File: src/rtl/regfile_mp.sv
// rtl/regfile_mp.sv - parametrised 2R/2W register file with self-clearing init sequencer
// Optional same-edge write-to-read bypass enabled by REGFILE_BYPASS_EN.
module regfile_mp #(
  parameter int DATA_W   = 16,
  parameter int ADDR_W   = 4,
  parameter int ZERO_REG = 1
) (
  input  logic              clk,
  input  logic              rst_n,
  input  logic              clr,
  input  logic [ADDR_W-1:0] rd_1,
  input  logic [ADDR_W-1:0] rd_2,
  input  logic [ADDR_W-1:0] wr_a,
  input  logic [DATA_W-1:0] wr_a_data,
  input  logic              wr_a_en,
  input  logic [ADDR_W-1:0] wr_b,
  input  logic [DATA_W-1:0] wr_b_data,
  input  logic              wr_b_en,
  output logic [DATA_W-1:0] rd_1_data,
  output logic [DATA_W-1:0] rd_2_data,
  output logic              ready
);

  localparam int DEPTH = 2 ** ADDR_W;

  typedef enum logic {S_INIT, S_RUN} state_t;

  state_t            state, state_nx;
  logic [ADDR_W-1:0] cnt, cnt_nx;
  logic              init_we, we_a, we_b;
  logic [DATA_W-1:0] mem [DEPTH];

  function automatic logic is_zero(input logic [ADDR_W-1:0] addr);
    return (ZERO_REG != 0) && (addr == '0);
  endfunction

  always_ff @(posedge clk) begin
    if (!rst_n) begin
      state <= S_INIT;
      cnt   <= '0;
    end else begin
      state <= state_nx;
      cnt   <= cnt_nx;
    end
  end

  // Writes are only qualified in RUN and are dropped on the clr edge.
  always_comb begin
    state_nx = state;
    cnt_nx   = cnt;
    init_we  = 1'b0;
    we_a     = 1'b0;
    we_b     = 1'b0;
    case (state)
      S_INIT: begin
        init_we = rst_n && !is_zero(cnt);
        cnt_nx  = cnt + 1'b1;
        if (cnt == {ADDR_W{1'b1}}) state_nx = S_RUN;
      end
      S_RUN: begin
        if (clr) begin
          state_nx = S_INIT;
          cnt_nx   = '0;
        end else begin
          we_a = rst_n && wr_a_en && !is_zero(wr_a);
          we_b = rst_n && wr_b_en && !is_zero(wr_b);
        end
      end
      default: state_nx = S_INIT;
    endcase
  end

  // Port B is written last so it wins an address collision.
  always_ff @(posedge clk) begin
    if (init_we) mem[cnt] <= '0;
    if (we_a) mem[wr_a] <= wr_a_data;
    if (we_b) mem[wr_b] <= wr_b_data;
  end

  function automatic logic [DATA_W-1:0] rd_val(input logic [ADDR_W-1:0] addr);
    if (is_zero(addr)) return '0;
`ifdef REGFILE_BYPASS_EN
    if (we_b && (wr_b == addr)) return wr_b_data;
    if (we_a && (wr_a == addr)) return wr_a_data;
`endif
    return mem[addr];
  endfunction

  always_ff @(posedge clk) begin
    if (!rst_n) begin
      rd_1_data <= '0;
      rd_2_data <= '0;
    end else if (state == S_RUN) begin
      rd_1_data <= rd_val(rd_1);
      rd_2_data <= rd_val(rd_2);
    end else begin
      rd_1_data <= '0;
      rd_2_data <= '0;
    end
  end

  assign ready = (state == S_RUN);

endmodule

File: config.mk
export PLATFORM = sky130hd
export DESIGN_NAME = regfile_mp
export DESIGN_NICKNAME = d
export VERILOG_FILES = /design/src/rtl/regfile_mp.sv
export SDC_FILE = /design/constraint.sdc
export NUM_CORES = 1
export LEC_CHECK = 0
export BUFFER_PORTS_ARGS = -buffer_cell sky130_fd_sc_hd__buf_2
export CAP_MARGIN = 20
export CORE_MARGIN = 2
export CORE_UTILIZATION = 60
export DETAILED_ROUTE_END_ITERATION = 12
export PLACE_DENSITY_LB_ADDON = 0.3
export SKIP_CTS_REPAIR_TIMING = 1
export SYNTH_ARGS = -nofsm -noshare
export SYNTH_HDL_FRONTEND = slang
export SYNTH_SLANG_ARGS = --single-unit
File: constraint.sdc
create_clock -name clk -period 3.3 [get_ports clk]
set_input_delay 0.495 -clock clk [delete_from_list [all_inputs] [get_ports clk]]
set_output_delay 0.495 -clock clk [all_outputs]
set_load 0.05 [all_outputs]
==> results.cfg <==
[min_path]
min_path_cells = 3
hold_end = cnt[1]
min_path_type = in -> reg
hold_start = clr

[timing]
maxSlewHeadroom = 0.409
finalMaxSlewViolations = 0
max_freq_ghz = 0.367
tightest_slew_ps = 887
whs_ps = 301
fin_crit_ps = 2730
hold_violations = 0
fin_ws_ps = 573
setup_tns_ps = 0
clock_skew_ps = 6.40
rsz0062_at_grt = no
setup_violations = 0
fin_crit_sh = 0.826

[drt]
drt-total-wl_mm = 48.4
drtPass1Iterations = 7
drc = 0
drt_iter0_drc = 1808
vias = 11400
wl_per_cell_microns = 30.2
antenna_left = 0
vias_per_cell = 7.12

[setup_path]
cpPeakStageDelay_ps = 600
reg2regPathDepth = 6
rr_startpoint = ready
r2r_slack_ps = 570
path_cells = and4b_1 > a21boi_4 > buf_4 > nand2_1 > inv_1 > mux2_2
start_kind = flip-flop
cpMaxStageDelayCell = dfxtp_1
crit_path_end_kind = flip-flop
timing.rr.end = mem[5][0]
cp_data_arrival_time_ps = 3160
path_max_fanout = 11
worstSetupPathType = reg -> reg
crit_required_ps = 3730

[clock_tree]
cts_max_level = 1
clkTransAtPathRegs_ps = 60
cts_max_path_buffers = 3
cts_root_buffer = clkbuf_16
clk_latency_ps = 560
clock_sink_count = 293
cts_tree = done
cts_buffers = 30

[global_routing]
grt-ovfl-total = 0
antenna_found_initial = 4
grt_pass1_wl_mm = 72.0
grt.total_usage = 0.351
grt_pass1_vias = 11700
grt_max_degree = 34

[yosys]
synth_edf_count = 256
synth_area_per_cell_sq_um = 13.7
async_reset_ff_frac = 0
yosysUniqueCellTypes = 52
synthesis.area_sq_um = 16000
syn_nets = 1216
syn_inst = 1161
synth_flop_cell = edfxtp_1
synth-seq-cells = 293
ys.warnings.count = 0
ys_seq_area_frac = 0.528

[placement]
dp_hpwl_mm = 32.1
place.gp.congestion = 0.905
dp.cells = 1548
io_buffer_count = 85
place_area_sq_um = 17000
place_ws_ps = 533

[floorplanning]
fp.dieW_microns = 167
rows = 59
die_area_sq_um = 27900
initial_utilization = 0.612
die_h_microns = 167
io_pins = 86
coreArea_sq_um = 26100

[layout]
syn2layout_area_growth_pct = 12.6
layout-drive-gt1-share = 0.394
final_cells = 1606
final_common_cell = edfxtp_1
post-route-util = 0.689
final_cell_mix = 256 x edfxtp_1, 169 x nand2_1, 130 x o21ai_0
nNetsFinal = 1300
fin_area_sq_um = 18000
fillers = 1765

[outcome]
outcome = finished, final reports clean

[power]
total_power_mw = 7.81
ir_worst_vdd_uv = 564
leakagePower_nw = 6.23
power_density_nw_per_um2 = 435

[flow_run]
cap_violations = 0
## logic make-up after synthesis
family                     Yosys count  share of synthesized area
buffers and inverters              118                     0.0326
adders and majority gates            2                    0.00157
muxes                              241                      0.263
AOI/OAI and AO/OA                  242                     0.0938
DFF                                293                      0.528
and+or+nand+nor                    265                     0.0805
## where the power goes
part | internal (mW) | total, mW | switching, mW
clock network | 1.89 | 3.31 | 1.42
registers | 4.01 | 4.03 | 0.0192
logic | 0.195 | 0.475 | 0.279
## area by class of cell
cell class	count	area, sq um	share of cell area
Inverter	19	71.3	0.00397
Tap cell	335	419	0.0233
Multi-Input combinational cell	750	7110	0.396
Clock inverter	12	105	0.00585
Antenna cell	3	7.51	0.000418
Timing Repair Buffer	151	988	0.0550
Sequential cell	293	8430	0.469
Clock buffer	43	831	0.0463
## flip-flops by register name, indices dropped and copies added, names as in the netlist
| name | count |
|---|---|
| rd_1_data | 16 |
| rd_2_data | 16 |
| ready | 1 |
| cnt | 4 |
| mem | 256 |
## worst max-delay path, delay by kind of cell (launching register included)
family | cells | cell delay, ps
AO/OA/AOI/OAI | 1 | 440
multiplexers | 1 | 190
AND/OR/NAND/NOR | 2 | 720
buffers and inverters | 2 | 630
flip-flops | 1 | 600
## layer usage
layer	vias up	wire (microns)	track usage	share of wire
met2	895	22400	0.548	0.46
met5	-	0	0	0
met4	0	3060	0.193	0.063
met3	190	6510	0.0856	0.13
li1	4738	-	-	-
met1	5618	16500	0.457	0.34
## cell usage after synthesis, types with 3 or more instances
cell type,n,share of area
nand3b_1,3,0.0014
buf_4,7,0.0033
and2_1,4,0.0016
o21bai_1,8,0.0038
a22oi_1,64,0.030
nor2b_1,5,0.0020
a221oi_1,9,0.0049
inv_2,15,0.0035
nand2_1,169,0.040
nor3_1,8,0.0025
mux2_2,100,0.071
edfxtp_1,256,0.48
nor2_1,29,0.0068
nor3b_2,3,0.0024
nand3_1,3,0.00094
buf_1,7,0.0016
mux2_4,12,0.011
buf_2,23,0.0072
dfxtp_1,37,0.046
a32oi_1,9,0.0049
mux4_2,128,0.18
nand2b_1,6,0.0024
nand2_2,7,0.0027
inv_1,4,0.00094
buf_6,3,0.0021
clkbuf_1,59,0.014
o21ai_0,136,0.043
a31oi_1,3,0.0012
nand2_4,10,0.0071
and3_1,3,0.0012
## how the worst max path moves through the flow
| stage | start | end | slack (ps) | cells after the start |
|---|---|---|---|---|
| after CTS | ready | mem[5][0] | 670 | 6 |
| final | ready | mem[5][0] | 570 | 6 |
| after detailed placement | rst_n | mem[5][0] | 530 | 7 |
| after floorplan | ready | mem[8][0] | 20 | 6 |
| after global placement | rst_n | mem[1][0] | 650 | 7 |
| after global routing | ready | mem[3][0] | 470 | 6 |
(Power assumes the default switching activity.)
